[src/rtl/audio_i2s_shifter.sv]
// -----------------------------------------------------------------------------
// audio_i2s_shifter
//
// Purpose: serialises a stereo pair of 16-bit two's-complement samples onto an
// I2S DAC link. The block is the bus master: it generates the codec master
// clock, the bit clock and the word select from the single system clock. It
// then shifts each 32-bit frame out MSB first, with the standard one-bit
// delay after each word-select change.
//
// Capture protocol: there is no valid/ready handshake. ldata/rdata/exchan are
// sampled once per frame on the load falling event, and sample_ack pulses for
// that one clk cycle. Values presented at any other time are ignored.
//
// Parameters:
//   CLKDIV       clk cycles per half-period of aud_bclk (2..255)
//
// Ports:
//   clk          system clock, all logic on its rising edge
//   rst_n        asynchronous active-low reset
//   ldata        left-channel sample
//   rdata        right-channel sample
//   exchan       1 = swap left/right at the next load
//   sample_ack   one-cycle pulse when ldata/rdata are captured
//   aud_xck      codec master clock, clk/2
//   aud_bclk     I2S bit clock
//   aud_daclrck  I2S word select (0 = left, 1 = right)
//   aud_dacdat   I2S serial data, MSB first
//
// Build option:
//   AUDIO_SHIFTER_MIX_EN  when defined, a 3:1 cross-mix of the two channels is
//                         loaded instead of the raw samples.
// -----------------------------------------------------------------------------
module audio_i2s_shifter #(
  parameter int CLKDIV = 16
) (
  input  logic        clk,
  input  logic        rst_n,
  input  logic [15:0] ldata,
  input  logic [15:0] rdata,
  input  logic        exchan,
  output logic        sample_ack,
  output logic        aud_xck,
  output logic        aud_bclk,
  output logic        aud_daclrck,
  output logic        aud_dacdat
);

  localparam logic [7:0] TC_VAL = 8'(CLKDIV - 1);

  logic [7:0]  presc_q, presc_d;
  logic        xck_q;
  logic        bclk_q, bclk_d;
  logic [4:0]  bit_cnt_q, bit_cnt_d;
  logic [31:0] shreg_q, shreg_d;
  logic        ack_q, ack_d;

  logic        tc;
  logic        fall;
  logic        load;
  logic [15:0] chan_a, chan_b;
  logic [31:0] load_word;

`ifdef AUDIO_SHIFTER_MIX_EN
  logic signed [17:0] a_ext, b_ext;
  logic signed [17:0] sum_a, sum_b;
`endif

  // Channel ordering and optional mix of the word to be loaded.
  always_comb begin
    chan_a = exchan ? rdata : ldata;
    chan_b = exchan ? ldata : rdata;
`ifdef AUDIO_SHIFTER_MIX_EN
    a_ext = $signed({{2{chan_a[15]}}, chan_a});
    b_ext = $signed({{2{chan_b[15]}}, chan_b});
    // 3*x + y spans at most 18 signed bits, so the sum cannot wrap; after the
    // arithmetic /4 the result always fits back into 16 bits.
    sum_a = a_ext + a_ext + a_ext + b_ext;
    sum_b = b_ext + b_ext + b_ext + a_ext;
    load_word = {16'(sum_a >>> 2), 16'(sum_b >>> 2)};
`else
    load_word = {chan_a, chan_b};
`endif
  end

  // Prescaler terminal count drives every bit-clock edge; the falling edge is
  // the terminal count seen while the bit clock is currently high.
  always_comb begin
    tc        = (presc_q == TC_VAL);
    fall      = tc && bclk_q;
    // The load happens on the falling event that takes bit_cnt from 0 to 1.
    load      = fall && (bit_cnt_q == 5'd0);

    presc_d   = tc ? 8'd0 : presc_q + 8'd1;
    bclk_d    = tc ? ~bclk_q : bclk_q;
    bit_cnt_d = bit_cnt_q;
    shreg_d   = shreg_q;
    ack_d     = load;

    if (fall) begin
      bit_cnt_d = bit_cnt_q + 5'd1;
      if (load) begin
        shreg_d = load_word;
      end else begin
        shreg_d = {shreg_q[30:0], 1'b0};
      end
    end
  end

  always_ff @(posedge clk or negedge rst_n) begin
    if (!rst_n) begin
      presc_q   <= 8'd0;
      xck_q     <= 1'b0;
      bclk_q    <= 1'b0;
      bit_cnt_q <= 5'd0;
      shreg_q   <= 32'd0;
      ack_q     <= 1'b0;
    end else begin
      presc_q   <= presc_d;
      xck_q     <= ~xck_q;
      bclk_q    <= bclk_d;
      bit_cnt_q <= bit_cnt_d;
      shreg_q   <= shreg_d;
      ack_q     <= ack_d;
    end
  end

  // Every output is a flop: the serial bit is the shift-register MSB and the
  // word select is the top bit of the post-increment bit counter.
  assign aud_xck     = xck_q;
  assign aud_bclk    = bclk_q;
  assign aud_daclrck = bit_cnt_q[4];
  assign aud_dacdat  = shreg_q[31];
  assign sample_ack  = ack_q;

endmodule

[config.mk]
export PLATFORM = sky130hd
export DESIGN_NAME = audio_i2s_shifter
export DESIGN_NICKNAME = d
export VERILOG_FILES = /design/src/rtl/audio_i2s_shifter.sv
export SDC_FILE = /design/constraint.sdc
export NUM_CORES = 1
export LEC_CHECK = 0
export BUFFER_PORTS_ARGS = -buffer_cell sky130_fd_sc_hd__buf_2
export CORE_MARGIN = 3
export CORE_UTILIZATION = 59
export CTS_BUF_LIST = sky130_fd_sc_hd__clkbuf_8
export DETAILED_ROUTE_END_ITERATION = 6
export HOLD_SLACK_MARGIN = 0.15
export PLACE_DENSITY = 0.82
export SLEW_MARGIN = 40
export SYNTH_ARGS = -nofsm -noshare
export SYNTH_HDL_FRONTEND = slang
export SYNTH_SLANG_ARGS = --single-unit
[constraint.sdc]
create_clock -name clk -period 2.2 [get_ports clk]
set_input_delay 0 -clock clk [delete_from_list [all_inputs] [get_ports clk]]
set_output_delay 0 -clock clk [all_outputs]
set_load 0.01 [all_outputs]
==> results of run 1 <==
synth_stat cells:
master and n:
sky130_fd_sc_hd__buf_2 7, sky130_fd_sc_hd__mux2_2 38, sky130_fd_sc_hd__nor3_4 1, sky130_fd_sc_hd__xnor2_1 4
sky130_fd_sc_hd__clkbuf_1 7, sky130_fd_sc_hd__nand4_1 2, sky130_fd_sc_hd__nor4_1 1, sky130_fd_sc_hd__ha_1 3
sky130_fd_sc_hd__a21o_1 1, sky130_fd_sc_hd__nor2_2 1, sky130_fd_sc_hd__o31ai_1 24, sky130_fd_sc_hd__buf_6 2
sky130_fd_sc_hd__nand2_1 2, sky130_fd_sc_hd__nor2_8 1, sky130_fd_sc_hd__nor3_1 2, sky130_fd_sc_hd__xor2_1 6
sky130_fd_sc_hd__nor2b_1 1, sky130_fd_sc_hd__and4_1 1, sky130_fd_sc_hd__nand3_1 6, sky130_fd_sc_hd__dfrtp_1 48
sky130_fd_sc_hd__inv_1 5, sky130_fd_sc_hd__nor2_1 3, sky130_fd_sc_hd__mux2i_1 32, sky130_fd_sc_hd__or4_1 1
sky130_fd_sc_hd__buf_4 1, sky130_fd_sc_hd__and3_1 4, sky130_fd_sc_hd__o21ai_0 26, sky130_fd_sc_hd__nor4b_4 1
power by group through the flow:
stage	clock network [W]	registers, W	logic, W
finish	0.000497	0.000948	0.000208
global route	0.000535	0.000954	0.000236
CTS	0.000501	0.000948	0.000211
detailed placement	0	0.000965	0.000203
global placement	0	0.000963	0.000193
floorplan	0	0.000959	0.000122
worst paths after layout:
check / start / end / slack (ps) / depth (start not counted)
setup / recovery: presc_q[4] / shreg_q[25] / 200 / 4
hold / removal: ldata[2] / shreg_q[18] / 150 / 4
setup reg to reg: presc_q[4] / shreg_q[25] / 200 / 4
hold reg to reg: aud_xck / aud_xck / 420 / 1
max in group asynchronous: rst_n / shreg_q[9] / 1230 / 3
min in group asynchronous: rst_n / shreg_q[24] / 230 / 3
cell families after synthesis:
| logic type | Yosys count |
|---|---|
| fa+ha+maj | 3 |
| compound gates | 51 |
| mux | 70 |
| flops | 48 |
| xor+xnor | 10 |
| simple gates | 27 |
| buf+inv | 22 |
routing by layer:
metal / wire length, um / part of all wire (%) / track usage [%] / vias to the layer above
li1: - / - / - / 946
met1: 2440 / 46 / 30.4 / 966
met2: 2610 / 49 / 36.0 / 37
met3: 194 / 3.6 / 3.69 / 8
met4: 78 / 1.5 / 6.24 / 0
met5: 0 / 0 / 0 / -
cell type report:
type | count | area share, %
Timing Repair Buffer | 55 | 10.6
Clock inverter | 2 | 0.285
Multi-Input combinational cell | 161 | 45.1
Clock buffer | 5 | 2.24
Tap cell | 50 | 2.04
Inverter | 5 | 0.612
Sequential cell | 48 | 39.2
critical path, stage by stage (launching register included):
cell                      delay (ps)
sky130_fd_sc_hd__dfrtp_1         450
sky130_fd_sc_hd__or4_1           730
sky130_fd_sc_hd__buf_4           300
sky130_fd_sc_hd__o21ai_0         260
sky130_fd_sc_hd__o31ai_1         130
through the flow:
stage	util, %	cell area [um^2]	total power (W)
after global routing	73.0	3070	0.00172
after floorplan	-	2690	0.00108
final	73.0	3070	0.00165
after detailed placement	70.2	2950	0.00117
after global placement	70.2	2950	0.00116
after CTS	73.0	3070	0.00166
flip-flops by register name (all words and copies together) (netlist names):
signal / cells
presc_q: 8
aud_xck: 1
shreg_q: 32
aud_bclk: 1
bit_cnt_q: 5
sample_ack: 1
==> metrics list, run 1 <==
- Max VDD drop: 0.331 mV
- Chip Height: 73.6 um
* Post-CTS setup repair buffer count: 0
- Net switching power: 0.000402 W
- Register share of total power: 57.3%
- Timing would allow up to 499 MHz.
- Counting every instance in the synthesized netlist gives 231.
* Largest family of logic cells by synthesized area: multiplexers
- Inserted Diodes: 0
- Worst Path Class, Setup: reg -> reg
- Mux cell area share after synthesis: 27.8%
- Wire length of the first global-routing pass: 9.20 mm
- Register bit total from synthesis: 48
* Fin Hold WS: 152 ps
- Overall die area: 5410 um^2
- The clock reaches the later pin of the worst-skew pair after 300 ps.
- Before CTS, the worst setup slack after placement is 252 ps.
- Leaving out fill and tap cells, the most frequent cell in the layout is sky130_fd_sc_hd__dfrtp_1.
- Clock Sinks: 48
- Summing the areas of all fa, ha and maj instances in the mapped netlist gives 1.39% of the synthesized area.
- Summing the areas of all compound-gate instances in the mapped netlist gives 11.8% of the synthesized area.
- After detailed routing, the number of vias per cell comes to 6.00.
* Least-Margin Pin Slew: 475 ps
- The path class of the tightest hold or removal check is in -> reg.
* Multi-input gate area in the final layout: 1380 um^2
* Count of endpoints failing setup in the final report: 0
- Synthesis produced a netlist with a net count of 269.
* Maximum capacitance violations: 0
* Filler Cells Inserted: 317
- Core Footprint: 4200 um^2
- Antenna violations before repair: 0
- Synth Area per Inst: 11.7 um^2
- X dimension of the die: 73.6 um
- Setup slack of the critical path after layout: 196 ps
* Status: completed
- Synth top area share: 44.6%
- FP Rows: 23
- Summing all flip-flop and latch instances after layout gives 1200 um^2.
- Initial Utilization: 64.1%
* Via count of the first global-routing pass: 1,951
* Final Max Slew Viols: 0
- The synthesized netlist occupies a cell area of 2690 um^2.
- Counting tap cells, the placed design contains a total of 315 instances.
- Count of hold buffers inserted by post-cts repair: 4
- For this design the static power due to leakage is 1.31 nW.
- STA classifies the critical path startpoint as a flip-flop.
- Simple-gate share of the synthesized area: 7.11%
- Share of the synthesized netlist area taken by xor and xnor gates: 3.25%
- In this run the tool buffered the top-level ports with 39 buffer cells.
* Final Cycle Share: 91.1%
* Min Clock Period, post-route: 2000 ps
- The synthesized netlist contains 28 unique library cells.
* Post-Route Skew: 8.78 ps
- Clock-pin slew was measured on the worst setup and hold paths at 90 ps.
- Maximum number of pins on one net before global-route repair: 32
* Largest fanout on the critical path: 31
- Clock buffer depth: 2
- Of the total power, combinational logic draws 12.6%.
- RSZ-0062 raised after global routing: no
- H-tree Lvls: 2
- The clock network is responsible for 30.0% of the overall power.
* Kind of end point of the critical path: flip-flop
* Drt drc: 0
* Cell type with the highest aggregate area in the netlist: sky130_fd_sc_hd__dfrtp_1
- The library cells used most frequently in the layout, excluding fill and tap cells, are sky130_fd_sc_hd__dfrtp_1, sky130_fd_sc_hd__buf_2, sky130_fd_sc_hd__mux2_2.
* Clock tree from TritonCTS: built
- Ratio of total power to cell area: 539 nW/um^2
- Of the total power, the share spent switching nets is 24.3%.
* Setup TNS: 0 ps
- After the flow finishes, the layout carries non-filler instances totaling 326.
- Area contributors post-synth: sky130_fd_sc_hd__dfrtp_1, sky130_fd_sc_hd__mux2_2, sky130_fd_sc_hd__mux2i_1, sky130_fd_sc_hd__o31ai_1, sky130_fd_sc_hd__o21ai_0
* Sequential area share after synthesis: 44.6%
- Nets@finish: 314
- First-pass DRT Iterations: 5
- Cell at the root of the clock tree: sky130_fd_sc_hd__clkbuf_8
- Average wire per cell in the routed design: 16.3 um
* # IOs: 40
* Count of nets left with antenna violations after detail routing: 0
- The congestion estimate from routability-driven global placement came to 0.813.
- Data arrives at the worst endpoint at 2170 ps.
- Quantity of gates resized following cts: 0
- Total grt overflow: 0
* Routed Wire Length: 5.32 mm
- Detailed routing inserted a total of 1,957 vias.
- For the worst setup path, the data required time is 2370 ps.
- For this run, the total global-route usage over all layers was measured as 22.1%.
* Post-detailed-placement half-perimeter wirelength: 3.82 mm
- TritonCTS Buffers: 5
- The count of final hold-check violations was 0.
- Max-slew headroom at the worst pin: 68.2%
- Compared with the post-synthesis result, the final layout area differs by 13.9%.
- Ys Warns: 0
- Violation count after the first detailed-route iteration: 108
- Layout cells sized above 1: 35.9%
* Internal power summed over all cells: 0.00125 W
(Power assumes the default switching activity.)
==> run 2, diff against run 1 <==
- REMOVE_ABC_BUFFERS: default -> 1
==> run 2 against run 1 <==
Effect of this change: cell area fell by 0.41%; sequential power barely moved; clock skew rose by 0.71 ps; routed wire length fell by 4.4%; maximum frequency fell by 0.62%; hold slack improved by 13 ps; clock power fell by 2%; register-to-register slack barely moved; via count fell by 2.9%; combinational power barely moved; highest routed layer unchanged; total power fell by 0.81%; non-clock buffer count fell by 2; critical path type unchanged.
==> metrics list, run 2 (synthesis results as in run 1) <==
- The run finished with clean final reports.
- The tool flagged a number of max-cap violations equal to 0.
- Adding up every negative setup slack in the final design gives 0 ps.
- Antenna violations before repair: 0
- Leading cell type in the layout, fill and taps excluded: sky130_fd_sc_hd__dfrtp_1
- Worst Path Class, Setup: reg -> reg
- Cells with a size suffix above 1 make up 35.0% of the layout.
- Worst hold path class: in -> reg
- Input/output buffers: 39
- In the global route stage, met3 resource usage came out at 5.34%.
- For this design the top-level I/O count stands at 40.
* Final Max Slew Viols: 0
- Setup repair after global routing left no endpoint under its margin.
- In this run the tightest slew margin relative to its limit is 48.5%.
- Clk Latency, worst-skew pair: 300 ps
* Max FFs per register: 32
* Count of nets left with antenna violations after detail routing: 0
- For this block, the initial DRC count from the detailed router was 182.
- Post-detailed-placement half-perimeter wirelength: 3.59 mm
- Grt met2 use: 31.8%
* Global-route usage over all layers: 21.0%
* First-pass DRT Iterations: 4
- The tightest hold path in the finished design has a slack of 165 ps.
* Ratio of total power to cell area: 537 nW/um^2
- Setup slack of the critical path after layout: 183 ps
- Dividing the detail-routed via count by the number of cells gives 5.86.
* Endpoint arrival time on the critical path: 2190 ps
- Clock Sinks: 48
- OpenSTA, run right after detailed placement, puts the worst setup slack at 184 ps.
* Count of endpoints failing setup in the final report: 0
- The cell sitting at the root of the clock tree is a sky130_fd_sc_hd__clkbuf_8.
- shreg_q holds more flip-flops than any other register.
- The library cells used most frequently in the layout, excluding fill and tap cells, are sky130_fd_sc_hd__dfrtp_1, sky130_fd_sc_hd__buf_2, sky130_fd_sc_hd__mux2_2.
- Final design utilization: 72.7%
- At the pin with the least slew margin, the transition time is 766 ps.
* Routed Wire Length: 5.09 mm
* Via count of the first global-routing pass: 1,898
- STA classifies the critical path startpoint as a flip-flop.
* Met1 usage in global routing: 29.2%
- Overall die area: 5410 um^2
- The clock arrives with 9.49 ps of skew.
- At the worst endpoint, the required time is 2370 ps.
- Buffers inserted during clock tree synthesis total 5.
* X dimension of the die: 73.6 um
- Total via count after detailed routing: 1,900
- Largest registers ranked by flip-flop count: shreg_q (32), presc_q (8), bit_cnt_q (5)
* Clock buffer depth: 2
- Total grt overflow: 0
* Nets@finish: 312
- Cell leakage power: 1.30 nW
- FP Rows: 23
* Final Cycle Share: 91.7%
* Wire length of the first global-routing pass: 8.63 mm
- Max VDD drop: 0.412 mV
* Min Clock Period, post-route: 2020 ps
- Entering global routing, the biggest net connects 50 pins.
- Synthesis-to-finish area growth: 13.4%
* Clock-pin transition on the worst setup and hold timing paths: 80 ps
* H-tree Lvls: 2
- Most utilized layer in the global route result: met2
* Timing-limited maximum frequency: 496 MHz
- The initial utilization of the core area, before any placement, comes to 64.1%.
* Chip Height: 73.6 um
- The number of antenna diodes in the final layout is 0.
* Drt drc: 0
- For this run, the number of standard cells in the final layout without fillers is 324.
* Largest fanout on the critical path: 49
- In the final routed layout, each cell accounts on average for 15.7 um.
- Instance count after placement with tap cells included: 312
* Kind of end point of the critical path: flip-flop
- In this run the standard cell core region covers 4200 um^2.
- The congestion estimate from routability-driven global placement came to 0.844.
* Clock tree from TritonCTS: built
- The count of final hold-check violations was 0.
## run 2: changes by cell type in the layout (fill, tap and decap cells not counted)
cell / before / now
sky130_fd_sc_hd__dlygate4sd3_1: 4 / 5
sky130_fd_sc_hd__buf_4: 12 / 9
## run 2: path summary, 6_finish.rpt
kind,depth (start not counted),startpoint,end,slack (ps)
worst max-delay path,4,presc_q[4],shreg_q[4],180
worst min-delay path,4,ldata[15],shreg_q[31],160
worst max register to register,4,presc_q[4],shreg_q[4],180
worst min register to register,1,aud_xck,aud_xck,410
max in group asynchronous,3,rst_n,shreg_q[27],1320
min in group asynchronous,2,rst_n,aud_xck,270
## run 2: critical path, cell delays in order, from the launching register on
cell and delay (ps):
sky130_fd_sc_hd__dfrtp_1 430, sky130_fd_sc_hd__or4_1 740, sky130_fd_sc_hd__buf_4 350, sky130_fd_sc_hd__o21ai_0 250, sky130_fd_sc_hd__o31ai_1 100
## run 2: layout make-up
| class | count | area, um^2 |
|---|---|---|
| Timing Repair Buffer | 53 | 313 |
| Sequential cell | 48 | 1200 |
| Clock inverter | 2 | 8.76 |
| Multi-Input combinational cell | 161 | 1380 |
| Inverter | 5 | 18.8 |
| Tap cell | 50 | 62.6 |
| Fill cell | 303 | 1150 |
| Clock buffer | 5 | 68.8 |
## run 2: metal layers
layer	up-vias	part of all wire [%]
met5	-	0
met2	45	47
li1	937	-
met1	912	48
met4	0	1.2
met3	6	4.5
## run 2: report_power, final
group	switching (W)	internal, W	leakage (nW)
combinational	0.0000942	0.000114	0.675
clock	0.000273	0.000212	0.0452
sequential	0.0000206	0.000926	0.577
total	0.000388	0.00125	1.30
## run 2: through the flow
step                      total power (W)  instance area (um^2)
after CTS                         0.00166                  3060
after global routing              0.00173                  3060
final                             0.00164                  3060
after floorplan                   0.00107                  2600
after global placement            0.00115                  2930
after detailed placement          0.00117                  2930
## run 2: what timing repair did
item,in CTS,in global routing
endpoints found under the hold margin,31,0
setup buffers,0,0
hold buffers,5,0
resized for setup,0,0
